## src/rtl/bus_mem.sv

```systemverilog
// bus_mem: word-addressed register-array memory with a req/ready handshake,
// programmable wait states, out-of-range error flag and a preload port.
module bus_mem #(
   parameter int DATA_W      = 16,
   parameter int ADDR_W      = 16,
   parameter int DEPTH       = 38,
   parameter int WAIT_STATES = 1
) (
   input  logic              clk,
   input  logic              reset,
   input  logic              req,
   input  logic              wr,
   input  logic [ADDR_W-1:0] addr,
   input  logic [DATA_W-1:0] wdata,
   output logic [DATA_W-1:0] rdata,
   output logic              ready,
   output logic              err,
   output logic              busy,
   input  logic              ld_en,
   input  logic [ADDR_W-1:0] ld_addr,
   input  logic [DATA_W-1:0] ld_data
);

   localparam int              IDX_W = (DEPTH > 1) ? $clog2(DEPTH) : 1;
   localparam logic [3:0]      WS    = 4'(WAIT_STATES);
   localparam logic [ADDR_W:0] LIMIT = (ADDR_W+1)'(DEPTH);

   typedef enum logic [1:0] {ST_IDLE, ST_WAIT, ST_DONE} state_t;

   state_t              state, state_nx;
   logic [3:0]          cnt, cnt_nx;
   logic                lwr, lwr_nx;
   logic [ADDR_W-1:0]   laddr, laddr_nx;
   logic [DATA_W-1:0]   lwdata, lwdata_nx;
   logic [DATA_W-1:0]   rdata_nx;
   logic                err_nx;

   logic                enter_done;
   logic                acc_wr;
   logic [ADDR_W-1:0]   acc_addr;
   logic [DATA_W-1:0]   acc_wdata;
   logic                acc_in_range;
   logic                ld_in_range;
   logic [IDX_W-1:0]    acc_idx;

   logic                mem_we;
   logic [IDX_W-1:0]    mem_idx;
   logic [DATA_W-1:0]   mem_wd;
   logic [DATA_W-1:0]   mem [DEPTH];

   assign ready = (state == ST_DONE);
   assign busy  = (state != ST_IDLE);

   // Next-state, request latching, completion data and the single memory write port.
   always_comb begin
      state_nx   = state;
      cnt_nx     = cnt;
      lwr_nx     = lwr;
      laddr_nx   = laddr;
      lwdata_nx  = lwdata;
      enter_done = 1'b0;
      acc_wr     = lwr;
      acc_addr   = laddr;
      acc_wdata  = lwdata;

      case (state)
         ST_IDLE, ST_DONE: begin
            state_nx = ST_IDLE;
            if (req) begin
               lwr_nx    = wr;
               laddr_nx  = addr;
               lwdata_nx = wdata;
               cnt_nx    = WS;
               if (WS == 4'd0) begin
                  // Zero wait states complete at the accepting edge, so the
                  // access is taken straight from the bus, not the latches.
                  state_nx   = ST_DONE;
                  enter_done = 1'b1;
                  acc_wr     = wr;
                  acc_addr   = addr;
                  acc_wdata  = wdata;
               end else begin
                  state_nx = ST_WAIT;
               end
            end
         end
         ST_WAIT: begin
            cnt_nx = cnt - 4'd1;
            if (cnt <= 4'd1) begin
               state_nx   = ST_DONE;
               enter_done = 1'b1;
               cnt_nx     = '0;
            end
         end
         default: state_nx = ST_IDLE;
      endcase

      acc_in_range = ({1'b0, acc_addr} < LIMIT);
      ld_in_range  = ({1'b0, ld_addr} < LIMIT);
      acc_idx      = acc_addr[IDX_W-1:0];

      err_nx   = 1'b0;
      rdata_nx = rdata;
      if (enter_done) begin
         err_nx = !acc_in_range;
         if (!acc_in_range) begin
            rdata_nx = '0;
         end else if (acc_wr) begin
            rdata_nx = acc_wdata;
         end else begin
            rdata_nx = mem[acc_idx];
         end
      end

      // Bus writes and preloads never coincide: preload needs IDLE with req low.
      mem_we  = 1'b0;
      mem_idx = acc_idx;
      mem_wd  = acc_wdata;
      if (enter_done && acc_wr && acc_in_range) begin
         mem_we = 1'b1;
      end else if ((state == ST_IDLE) && !req && ld_en && ld_in_range) begin
         mem_we  = 1'b1;
         mem_idx = ld_addr[IDX_W-1:0];
         mem_wd  = ld_data;
      end
   end

   // Control state, latched request and registered completion outputs.
   always_ff @(posedge clk or negedge reset) begin
      if (!reset) begin
         state  <= ST_IDLE;
         cnt    <= '0;
         lwr    <= 1'b0;
         laddr  <= '0;
         lwdata <= '0;
         rdata  <= '0;
         err    <= 1'b0;
      end else begin
         state  <= state_nx;
         cnt    <= cnt_nx;
         lwr    <= lwr_nx;
         laddr  <= laddr_nx;
         lwdata <= lwdata_nx;
         rdata  <= rdata_nx;
         err    <= err_nx;
      end
   end

   // Storage array; deliberately not reset so contents survive reset.
   always_ff @(posedge clk) begin
      if (mem_we) begin
         mem[mem_idx] <= mem_wd;
      end
   end

endmodule

```

## config.mk

```make
export PLATFORM = sky130hd
export DESIGN_NAME = bus_mem
export DESIGN_NICKNAME = d
export VERILOG_FILES = /design/src/rtl/bus_mem.sv
export SDC_FILE = /design/constraint.sdc
export NUM_CORES = 1
export LEC_CHECK = 0
export BUFFER_PORTS_ARGS = -buffer_cell sky130_fd_sc_hd__buf_2
export CAP_MARGIN = 20
export CORE_UTILIZATION = 50
export CTS_CLUSTER_SIZE = 16
export DETAILED_ROUTE_END_ITERATION = 8
export GPL_TIMING_DRIVEN = 1
export PLACE_DENSITY = 0.77
export REMOVE_ABC_BUFFERS = 1
export SLEW_MARGIN = 30
export SYNTH_ARGS = -nofsm -noshare
export SYNTH_HDL_FRONTEND = slang
export SYNTH_SLANG_ARGS = --single-unit
```

## constraint.sdc

```tcl
create_clock -name clk -period 4 [get_ports clk]
set_input_delay 0.8 -clock clk [delete_from_list [all_inputs] [get_ports clk]]
set_output_delay 0.8 -clock clk [all_outputs]
set_load 0.02 [all_outputs]
```

== Yosys cells after proc, flatten, opt, wreduce, memory -nomap -nowiden ==
Memories as Yosys holds them, arrays and structs flattened.
Cells that the tools add are included.

* $lt $le $gt $ge: 3
* Equality and inequality tests: 4
* Add/sub/neg operators: 1
* Reduce and logical (&&, ||, !) cells: 13
* Multiplexer cells: 19

{| class="wikitable"
|+ Operators with widths
! operator !! number
|-
| 2-to-1 mux 16 bit || 4
|-
| < comparator 16 x 6 -> 1 bit, second input constant || 2
|-
| 2-to-1 mux 6 bit || 2
|-
| 2-to-1 mux 1 bit || 8
|-
| 2-to-1 mux 4 bit || 2
|-
| one-hot mux 4 bit (2 select lines) || 1
|-
| logical AND 1 bit || 5
|-
| less-or-equal comparator 4 x 1 -> 1 bit, second input constant || 1
|-
| inequality test 2 bit, second input constant || 2
|-
| one-hot mux 2 bit (2 select lines) || 1
|-
| AND reduction 2 bit || 2
|-
| nonzero test 2 bit || 2
|-
| subtractor 4 x 1 -> 4 bit, second input constant || 1
|-
| == test 2 x 1 -> 1 bit, second input constant || 1
|-
| == test 2 bit, second input constant || 1
|-
| logical NOT 1 bit || 2
|-
| logical NOT 2 bit || 1
|-
| 2-to-1 mux 2 bit || 1
|-
| OR reduction 2 bit || 1
|}

* Memories: 1
* Bits in writable memories: 608
* Bits in registers: 56
* Bits of input ports: 69
* Output and inout bits: 19
* Word-level logic and storage cells: 48

{| class="wikitable"
|+ Memories
! name !! depth !! width !! read ports !! clocked after memory_dff !! wr ports !! line !! RTL
|-
| mem || 38 || 16 || 1 || 0 || 1 || 49 || <nowiki>logic [DATA_W-1:0] mem [DEPTH];</nowiki>
|}

== Logic depth before layout (Yosys ltp) ==
Gate-level depths: netlist of run 1.

* Depth after elaboration: 8
* Depth in mapped cells: 11
* Gate-level depth less buffers: 8

== Least setup slack after synthesis of run 1 ==
Ideal clock, no wire load.

* Path kind: input to register
* Start: input ld_addr[13]
* End: memory mem[20][0] (enable)
* Stages: 6
* Path slack: -0.456 ns
* Arrival time: 4.026 ns
* Required time: 3.570 ns
* Setup time: 0.430 ns
* Buffers on the path: 1
* Cells stage by stage: nor4b_1 -> nand4_2 -> nor2_8 -> mux2_2 -> buf_2 -> nor4_1

* Word-level cells in the longest chain between the ends: 6
* Elaborated cells on any way between the ends: 8
* Those cells by class: order compare (1); mux (6); reduce/logical (1)

{| class="wikitable"
|+ Ends and longest elaborated chain
! what !! line !! RTL
|-
| start, declared || 20 || <nowiki>input logic [ADDR_W-1:0] ld_addr,</nowiki>
|-
| < comparator 16 x 6 -> 1 bit * || 99 || <nowiki>ld_in_range = ({1'b0, ld_addr} < LIMIT);</nowiki>
|-
| logical AND 1 bit * || 121 || <nowiki>end else if ((state == ST_IDLE) && !req && ld_en && ld_in_range) begin</nowiki>
|-
| 2-to-1 mux 1 bit || 121 ||
|-
| 2-to-1 mux 1 bit || 119 || <nowiki>if (enter_done && acc_wr && acc_in_range) begin</nowiki>
|-
| 2-to-1 mux 1 bit || 151 || <nowiki>if (mem_we) begin</nowiki>
|-
| 2-to-1 mux 1 bit (not written as such) || 152 || <nowiki>mem[mem_idx] <= mem_wd;</nowiki>
|-
| end, declared || 49 ||
|}

Every way passes the cells marked *; elsewhere a longest branch is shown, timed or not.

== Worst setup path in the final report of run 1 ==
* Start: register state[0]
* End: memory mem[33][14] (enable)

* Word-level cells in the longest chain between the ends: 8
* Elaborated cells on any way between the ends: 14
* Those cells by class: eq/ne (1); mux (7); reduce/logical (6)

{| class="wikitable"
|+ Ends and longest elaborated chain
! what !! line !! RTL
|-
| start, declared || 30 || <nowiki>state_t state, state_nx;</nowiki>
|-
| start signal, assigned || 139 || <nowiki>state <= state_nx;</nowiki>
|-
| logical NOT 2 bit || 121 ||
|-
| logical AND 1 bit (3 in series) || 121 ||
|-
| 2-to-1 mux 1 bit || 121 ||
|-
| 2-to-1 mux 1 bit || 119 ||
|-
| 2-to-1 mux 1 bit || 151 ||
|-
| 2-to-1 mux 1 bit (not written as such) || 152 ||
|}

Parallel ways exist; a longest one is shown, timed or not.

==> results.tsv, run 1 <==
stage	metric	value	unit
outcome	run_status	completed	
die	ios	88	
sta	period_utilisation_layout	86.37	%
place	gp_routability_congestion	0.9734	
power	irDropWorstVdd	0.5726	mV
layout	regArea	19670	um2
synthesis	yosysTopAreaCellShare	68.99	%
power	powerDensity	727.0	nW/um2
setup_path	worstSetupStartpointType	flop	
clock_tree	clk_latency	0.64	ns
sta	finalSetupViolCount	0	
detailed_routing	drcViolationCount	0	
synthesis	seq_area_frac_synth	74.29	%
place	detailedPlacementHpwl	39670	um
detailed_routing	drt-pass1-iter-count	5	
layout	synthesis_to_layout_area_growth	15.05	%
synthesis	syn_area_per_cell	20.29	um2
synthesis	number_of_flops_mapped_to_enable_cells_by_yosys	608	
setup_path	critPathMaxStageDelay	0.55	ns
worst_hold_path	hold_path.class	in -> async	
setup_path	required	4.31	ns
clock_tree	clk_pin_slew_worst_paths	0.06	ns
synthesis	ys_top_cells_by_area	edfxtp_1, mux4_2, dfrtp_1	
global_routing	grt_pass1_vias	13930	
sta	max_freq	289.5	MHz
die	die_height	232.1	um
global_routing	grt_overflow_total	0	
sta	setup_tns	0	ns
job	timing.max_cap.violations	0	
global_routing	grt_antenna_before_repair	2	
die	initial_utilization	51.07	%
sta	whs	0.1475	ns
global_routing	grt_first_pass_wirelength	93560	um
setup_path	crit_fanout	23	
synthesis	synth.yosys.warnings	0	
layout	layout.filler_cells	3559	
power	power.leakage	10.15	nW
synthesis	yosysTopAreaCell	edfxtp_1	
setup_path	critical_path_arrival	3.76	ns
detailed_routing	ant_nets	0	
clock_tree	number_of_resized_instances_in_the_post_cts_repair_step	0	
sta	worst_case_clock_skew	0.02622	ns
setup_path	cpMostUsedCell	buf_4	
sta	minimum_setup_slack_in_the_final_design	0.5453	ns
detailed_routing	drt-total-wl	63870	um
clock_tree	post_cts_hold_buffer_count	0	
layout	drive_above_1_share	34.14	%
die	fp.coreArea	51820	um2
place	portBuffers	87	
sta	timing.final.max_slew_violations	0	
layout	num-nets-final	1539	
clock_tree	tritoncts	built	
die	row_count	83	
clock_tree	post_cts.repair.setup_buffers	0	
clock_tree	cts.root.buffer_cell	clkbuf_16	
setup_path	worst_path_max_delay_cell	dfrtp_1	
sta	timing_hold_violations_final	0	
sta	worst_pin_slew	0.9820	ns
clock_tree	cts_buffers	61	
setup_path	cp_cell_sequence	nand2b_1 > or4_1 > buf_4 > nor4_1 > a31oi_2 > nor4_2 > buf_4	
place	post-place-ws	0.2928	ns
synthesis	synth_cell_types	56	
clock_tree	htreeDepth	2	
global_routing	gr-usage-all-layers	24.21	%
clock_tree	cts.sinks	664	
synthesis	synthCells	1304	
die	die_width	232.1	um
sta	timing.final.crit_period	3.455	ns
synthesis	async_set_or_reset_flop_fraction_in_the_synthesized_netlist	8.434	%
detailed_routing	wire_per_inst	29.03	um
die	fp.dieArea	53850	um2
detailed_routing	initialDrtViolationCount	1822	
layout	n_antenna_cell	0	
clock_tree	cts-root-to-sink-buffers	3	
detailed_routing	vias_after_detailed_routing	14060	
synthesis	ys_seq_elements	664	
synthesis	syn_std_cell_area	26460	um2
setup_path	worst_setup_path_startpoint	state[0]$_DFFE_PN0P_	
global_routing	pin_count_of_the_biggest_net_entering_global_routing	139	
synthesis	synth_ff_type	edfxtp_1	
layout	multi_input_combinational_cell_area	6589	um2
setup_path	reg2reg_from	state[0]$_DFFE_PN0P_	
setup_path	worst_setup_path_end_kind	flop	
sta	maxSlewHeadroom	34.33	%
sta	rsz0062_at_grt	false	
setup_path	critPathKind	reg -> reg	
detailed_routing	vias_per_cell	6.391	
[critical path: cells and delay by family, from the launching register on]
family          cells  cell delay (ns)
compound gates      1             0.47
buf+inv             2             0.58
flops               1             0.55
simple gates        4             1.52
[where the power goes]
part	leakage, nW	total [mW]	internal (mW)	switching, mW
Combinational	3.04	7.44	2.77	4.67
Sequential	6.16	8.97	8.73	0.238
Clock	0.950	5.73	3.20	2.53
[cells by family after synthesis]
family / Yosys count / synth area share [%]
compound gates: 122 / 3.282
fa+ha+maj: 2 / 0.09455
buf+inv: 87 / 1.806
flops: 664 / 74.29
mux: 253 / 16.95
simple gates: 176 / 3.584
[routing by layer]
metal	global-route usage, %	part of all wire (%)	wire, um	vias to the layer above
li1	-	-	-	5774
met1	33.88	38	24530	7289
met2	37.52	48	30380	856
met3	4.899	9.9	6315	138
met4	9.745	4.1	2626	4
met5	0	0.033	21	-
[sequential cells by signal, indices dropped and copies added (netlist names)]
signal / flops
acc_addr: 16
acc_wdata: 16
acc_wr: 1
cnt: 4
err: 1
mem: 608
rdata: 16
state: 2
[cells in the final DEF (no fill, tap or decap), drive strengths merged, types with 33 or more instances in the layout]
cell type,netlist,routed
edfxtp,608,608
buf,50,176
mux4,151,151
clkbuf,25,75
dfrtp,56,56
mux2i,55,55
mux2,47,47
nor4,47,47
nand2,45,45
nor2,33,33
[final timing paths]
kind,to,slack (ns),cells past startpoint
worst min register to register,rdata[6]$_DFFE_PN0N_,0.49,1
worst max register to register,mem[33][14]$_DFFE_PP_,0.55,7
min in group clk,acc_addr[0]$_DFFE_PN0P_,0.40,2
worst max-delay path,mem[33][14]$_DFFE_PP_,0.55,7
worst min-delay path,acc_wdata[5]$_DFFE_PN0P_,0.15,1
max in group asynchronous,acc_addr[2]$_DFFE_PN0P_,3.24,2
[synthesized netlist by cell type (2+ instances only)]
cell type and count:
nand2_1 45, a41o_1 4, clkinv_1 2, a32oi_1 6, a211o_1 19, nor3_1 11, o32ai_1 2, nand4_2 2
a211oi_1 5, ha_1 2, buf_4 4, mux2i_1 54, inv_1 9, nand3_1 11, o31ai_1 2, a22oi_1 22
o21ai_1 6, edfxtp_1 608, a31oi_1 3, mux4_2 151, buf_6 13, nor2_1 32, o21ai_0 14, and3_1 3
dfrtp_1 56, a221oi_1 3, buf_2 22, clkbuf_1 25, o211ai_1 5, buf_1 10, mux2_2 47, nor4_1 46
and2_1 5, nand2b_1 4, o2111ai_1 3, a21oi_1 22, nor2b_1 7
[final cells by class]
cell class / count / share of cell area [%]
inverters: 12 / 0.1479
repair buffers: 176 / 4.389
clock inverters: 40 / 1.245
well taps: 680 / 2.794
flip-flops and latches: 664 / 64.60
multi-input cells: 553 / 21.64
clock buffers: 75 / 5.186
[stage by stage]
step,std cells,util (%),cell area (um2),power (mW)
2_1_floorplan,1229,-,26030,13.18
3_3_place_gp,2083,54.89,28450,16.24
3_5_place_dp,2084,54.96,28480,16.43
4_1_cts,2199,58.74,30440,22.15
5_1_grt,2200,58.75,30450,22.76
6_report,2200,58.75,30450,22.14
(Power assumes the default switching activity.)
==> run 2: changes to the inputs <==
--- a/config.mk
+++ b/config.mk
@@ -5,13 +5,13 @@
 export SDC_FILE = /design/constraint.sdc
 export NUM_CORES = 1
 export LEC_CHECK = 0
-export BUFFER_PORTS_ARGS = -buffer_cell sky130_fd_sc_hd__buf_2
 export CAP_MARGIN = 20
 export CORE_UTILIZATION = 50
 export CTS_CLUSTER_SIZE = 16
 export DETAILED_ROUTE_END_ITERATION = 8
+export DONT_BUFFER_PORTS = 1
 export GPL_TIMING_DRIVEN = 1
-export PLACE_DENSITY = 0.77
+export PLACE_DENSITY = 0.76
 export REMOVE_ABC_BUFFERS = 1
 export SLEW_MARGIN = 30
 export SYNTH_ARGS = -nofsm -noshare
==> run 2 against run 1 <==
Setup slack improved by 0.11 ns. Clock-buffer cell count increased by 11. Sequential power increased by 1%. Critical endpoint is now mem[31][2]$_DFFE_PP_. Register-to-register slack improved by 0.11 ns. Total power decreased by 1.3%. Routed wire length decreased by 3.3%. Highest routed layer unchanged.
==> results.tsv, run 2 (synthesized netlist as in run 1, its figures left out) <==
stage	metric	value	unit
detailed_routing	vias_per_cell	6.430	
detailed_routing	ant_nets	0	
job	timing.max_cap.violations	0	
power	irDropWorstVdd	0.5409	mV
detailed_routing	wire_per_inst	29.28	um
clock_tree	cts_buffers	66	
clock_tree	htreeDepth	3	
setup_path	cp_cell_sequence	nor4_1 > o2111ai_1 > nor4_1 > a32oi_1 > buf_4 > nor4_2 > buf_4	
layout	biggest_register	mem	
clock_tree	clk_latency	0.60	ns
clock_tree	cts.sinks	664	
detailed_routing	drt-total-wl	61770	um
clock_tree	post_cts.repair.setup_buffers	0	
sta	timing.final.crit_period	3.346	ns
layout	layout_commonest_cell	edfxtp_1	
sta	period_utilisation_layout	83.66	%
die	row_count	83	
setup_path	worst_path_max_delay_cell	nor4_1	
global_routing	grt_pass1_vias	13930	
global_routing	pin_count_of_the_biggest_net_entering_global_routing	130	
setup_path	worstSetupStartpointType	flop	
clock_tree	post_cts_hold_buffer_count	1	
layout	fin_util	57.75	%
layout	finalNonFillerCells	2110	
sta	worst_case_clock_skew	0.02191	ns
die	die_width	232.1	um
sta	max_freq	298.8	MHz
die	ios	88	
global_routing	grt_overflow_total	0	
sta	worst_pin_slew	0.9841	ns
power	powerDensity	729.9	nW/um2
sta	finalSetupViolCount	0	
layout	flip_flop_count_of_the_largest_register_all_copies_and_words_added	608	
setup_path	required	4.30	ns
setup_path	critical_path_arrival	3.64	ns
sta	rsz0062_at_grt	false	
sta	setup_tns	0	ns
setup_path	worst_setup_path_end_kind	flop	
power	power.leakage	9.759	nW
global_routing	gr-usage-all-layers	23.62	%
detailed_routing	drt-pass1-iter-count	6	
detailed_routing	initialDrtViolationCount	1770	
global_routing	grt_first_pass_wirelength	91290	um
clock_tree	cts-root-to-sink-buffers	3	
clock_tree	clk_pin_slew_worst_paths	0.06	ns
layout	layout.filler_cells	3579	
setup_path	crit_fanout	11	
sta	timing_hold_violations_final	0	
die	initial_utilization	51.07	%
sta	maxSlewHeadroom	34.40	%
power	report.power.total	21.84	mW
die	fp.dieArea	53850	um2
die	die_height	232.1	um
layout	drive_above_1_share	29.53	%
layout	most_used_cells_in_the_layout_excluding_fill_and_tap_cells	edfxtp_1, mux4_2, buf_4	
global_routing	grt_antenna_before_repair	2	
clock_tree	cts.root.buffer_cell	clkbuf_16	
place	place.detailed.instances	1995	
place	gp_routability_congestion	0.8731	
clock_tree	tritoncts	built	
layout	synthesis_to_layout_area_growth	13.09	%
worst_hold_path	hold_path.class	in -> async	
die	fp.coreArea	51820	um2
layout	num-nets-final	1455	
detailed_routing	drcViolationCount	0	
clock_tree	number_of_resized_instances_in_the_post_cts_repair_step	0	
outcome	run_status	completed	
detailed_routing	vias_after_detailed_routing	13570	
sta	timing.final.max_slew_violations	0	
place	detailedPlacementHpwl	37980	um
setup_path	critPathMaxStageDelay	0.67	ns
place	portBuffers	0	
setup_path	critPathKind	reg -> reg	
## run 2: cell count changes in the layout (fill, tap and decap cells not counted), moves of 2 or more
cell        previous run  this run
buf_2                 87         0
buf_12                17         9
clkbuf_16             61        67
clkinv_2              13         7
buf_4                 71        76
clkbuf_1              14        19
clkinvlp_4             4         0
bufinv_16              6         3
inv_6                  1         4
clkinv_4               2         0
## run 2: layout make-up
class / count / area, um2 / area share [%]
Inverter: 12 / 45.04 / 0.1505
Clock inverter: 27 / 234.0 / 0.7818
Sequential cell: 664 / 19670 / 65.71
Multi-Input combinational cell: 553 / 6575 / 21.97
Clock buffer: 86 / 1748 / 5.841
Tap cell: 680 / 850.8 / 2.843
Antenna cell: 1 / 2.502 / 0.008362
Timing Repair Buffer: 87 / 805.8 / 2.692
## run 2: final timing paths
kind | from | to | slack (ns) | cells after the start
max | acc_addr[10]$_DFFE_PN0P_ | mem[31][2]$_DFFE_PP_ | 0.65 | 7
min | reset | rdata[13]$_DFFE_PN0N_ | 0.05 | 1
max reg2reg | acc_addr[10]$_DFFE_PN0P_ | mem[31][2]$_DFFE_PP_ | 0.65 | 7
min reg2reg | acc_addr[6]$_DFFE_PN0P_ | acc_addr[6]$_DFFE_PN0P_ | 0.51 | 1
max in group asynchronous | reset | acc_addr[0]$_DFFE_PN0P_ | 3.65 | 1
min in group clk | addr[3] | acc_addr[3]$_DFFE_PN0P_ | 0.33 | 2
## run 2: stage by stage
stage / area [um2] / hold WS [ns] / setup slack (ns)
finish: 29930 / 0.04921 / 0.6537
global route: 29930 / 0.06477 / 0.5420
CTS: 29930 / 0.05317 / 0.6814
detailed placement: 27920 / 0.5005 / 0.4158
global placement: 27880 / 0.4915 / 0.4959
floorplan: 26030 / 0.4812 / -6.168
## run 2: routing by layer
layer | track usage (%) | vias to the layer above | part of all wire (%)
met4 | 8.861 | 2 | 2.9
li1 | - | 5598 | -
met5 | 0 | - | 0.015
met3 | 4.519 | 111 | 9.8
met1 | 31.57 | 7060 | 38
met2 | 38.68 | 797 | 50
## run 2: worst max-delay path, delay by kind of cell (launching register included)
kind                   cells  cell delay, ns
AND/OR/NAND/NOR            3            1.50
buffers and inverters      2            0.50
AO/OA/AOI/OAI              2            0.66
flip-flops                 1            0.38
## run 2: where the power goes
part | internal [mW] | total [mW] | leakage, nW | switching [mW]
clock | 3.28 | 5.78 | 0.967 | 2.50
combinational | 2.58 | 7.01 | 2.63 | 4.43
sequential | 8.75 | 9.06 | 6.16 | 0.310
total | 14.6 | 21.8 | 9.76 | 7.23
==> run 3: changes to the inputs <==
==> constraint.sdc (replaced) <==
create_clock -name clk -period 3 [get_ports clk]
set_input_delay 0.6 -clock clk [delete_from_list [all_inputs] [get_ports clk]]
set_output_delay 0.6 -clock clk [all_outputs]
set_load 0.02 [all_outputs]
==> run 3 against run 2 <==
Sequential power grew 31%. Combinational power is 46% higher. Routed wire length up 2.9%. Highest routed layer unchanged.
==> results.tsv, run 3 (synthesized netlist as in run 1, its figures left out) <==
stage	metric	value	unit
setup_path	critPathMaxStageDelay	0.54	ns
global_routing	grt_antenna_before_repair	4	
clock_tree	cts.root.buffer_cell	clkbuf_16	
sta	max_freq	342.9	MHz
clock_tree	clk_latency	0.61	ns
global_routing	gr-usage-met3	6.422	%
die	die_height	232.1	um
clock_tree	cts_buffers	67	
detailed_routing	ant_nets	0	
layout	flip_flop_count_of_the_largest_register_all_copies_and_words_added	608	
detailed_routing	wire_per_inst	29.38	um
clock_tree	post_cts.repair.setup_buffers	0	
sta	timing.final.max_slew_violations	0	
power	seq_power_share	38.8	%
power	power.leakage	10.22	nW
detailed_routing	vias_per_cell	6.474	
setup_path	cp_cell_sequence	nand2b_1 > or4_4 > nor4_1 > a31oi_1 > buf_4 > nor4_2 > buf_4	
place	place_area	28430	um2
power	report.power.total	30.73	mW
setup_path	cpMostUsedCell	buf_4	
sta	period_utilisation_layout	97.20	%
power	power_switching_share	32.59	%
detailed_routing	drt-pass1-iter-count	6	
global_routing	grt.met2_usage	37.71	%
clock_tree	tritoncts	built	
sta	timing.final.crit_period	2.916	ns
sta	minimum_setup_slack_in_the_final_design	0.08395	ns
place	place.detailed.instances	2040	
global_routing	grt_pass1_vias	14010	
outcome	run_status	completed	
power	power_frac_comb	33.2	%
layout	biggest_register	mem	
detailed_routing	drcViolationCount	0	
layout	drive_above_1_share	33.00	%
detailed_routing	initialDrtViolationCount	1875	
global_routing	grt_first_pass_wirelength	93230	um
layout	fin_util	59.44	%
clock_tree	htreeDepth	3	
layout	finalNonFillerCells	2163	
layout	post-route-cell-area	30800	um2
place	post-place-ws	-0.003455	ns
clock_tree	cts-root-to-sink-buffers	3	
place	detailedPlacementHpwl	40020	um
setup_path	path_buf_inv	2	
global_routing	grt.busiest_layer	met2	
die	fp.coreArea	51820	um2
die	initial_utilization	51.07	%
global_routing	gr-usage-all-layers	24.24	%
die	die_width	232.1	um
sta	maxSlewHeadroom	33.73	%
setup_path	crit_fanout	16	
detailed_routing	vias_after_detailed_routing	14000	
sta	worst_case_clock_skew	0.01650	ns
sta	worst_pin_slew	0.9941	ns
sta	rsz0062_at_grt	false	
sta	timing_hold_violations_final	0	
global_routing	pin_count_of_the_biggest_net_entering_global_routing	57	
setup_path	critical_path_arrival	3.20	ns
worst_hold_path	hold_path.class	in -> reg	
power	powerDensity	997.7	nW/um2
power	irDropWorstVdd	0.5237	mV
setup_path	worst_setup_path_end_kind	flop	
die	ios	88	
global_routing	grt_overflow_total	0	
job	timing.max_cap.violations	0	
power	switchingPower	10.01	mW
setup_path	worst_path_max_delay_cell	or4_4	
sta	finalSetupViolCount	0	
clock_tree	cts.sinks	664	
layout	num-nets-final	1503	
global_routing	grtUsageMet1	32.04	%
power	clkPwrFrac	28.0	%
die	row_count	83	
setup_path	worstSetupStartpointType	flop	
layout	synthesis_to_layout_area_growth	16.41	%
die	fp.dieArea	53850	um2
place	portBuffers	0	
layout	layout_commonest_cell	edfxtp_1	
setup_path	critPathKind	reg -> reg	
power	power.internal	20.72	mW
detailed_routing	drt-total-wl	63550	um
setup_path	path_delay_family	simple AND/OR/NAND/NOR gates	
clock_tree	clk_pin_slew_worst_paths	0.06	ns
setup_path	required	3.28	ns
layout	layout.filler_cells	3531	
layout	most_used_cells_in_the_layout_excluding_fill_and_tap_cells	edfxtp_1, mux4_2, buf_4	
place	gp_routability_congestion	0.8670	
[run 3: cell count changes in the layout (fill, tap and decap cells not counted), moves of 4 or more]
cell,change
buf_4,+31
buf_12,+15
clkbuf_1,-9
clkbuf_8,+7
bufinv_16,+5
clkbuf_16,+4
[run 3: routing by layer]
layer,routed length [um],part of all wire [%]
met5,13,0.020
met2,29830,47
met3,6780,11
met1,24110,38
met4,2811,4.4
[run 3: worst paths after layout]
| path | startpoint | to | slack, ns | depth (start not counted) |
|---|---|---|---|---|
| max reg2reg | state[1]$_DFFE_PN0P_ | mem[33][4]$_DFFE_PP_ | 0.08 | 7 |
| max in group asynchronous | reset | acc_addr[1]$_DFFE_PN0P_ | 2.20 | 2 |
| min in group asynchronous | reset | rdata[13]$_DFFE_PN0N_ | 0.50 | 2 |
| min | addr[3] | acc_addr[3]$_DFFE_PN0P_ | 0.14 | 2 |
| max | state[1]$_DFFE_PN0P_ | mem[33][4]$_DFFE_PP_ | 0.08 | 7 |
| min reg2reg | acc_addr[9]$_DFFE_PN0P_ | acc_addr[9]$_DFFE_PN0P_ | 0.51 | 1 |
[run 3: power by group through the flow]
stage	clock network, mW	logic, mW	registers (mW)
final	8.60	10.2	11.9
after global routing	9.05	10.6	12.0
after CTS	8.70	10.1	11.9
after detailed placement	0	9.98	12.1
after global placement	0	9.73	12.1
after floorplan	0	4.52	12.6
[run 3: area by class of cell]
cell class	count	area, um2	area share, %
flip-flops and latches	664	19670	63.84
multi-input cells	553	6639	21.55
clock buffers	88	1911	6.202
repair buffers	134	1331	4.322
well taps	680	850.8	2.762
clock inverters	31	359.1	1.166
inverters	12	45.04	0.1462
diodes	1	2.502	0.008123
[run 3: through the flow]
step                setup TNS (ns)  hold slack (ns)
floorplan                 -3727.21           0.3044
finish                           0           0.1364
global route                     0           0.1335
CTS                              0           0.1245
global placement            -29.86           0.3055
detailed placement        -0.03556           0.3058
[run 3: repair_timing]
action	CTS	global route
hold buffers	2	0
resized for setup	0	10
endpoints found under the setup margin	0	337
hold endpoints to repair	56	0
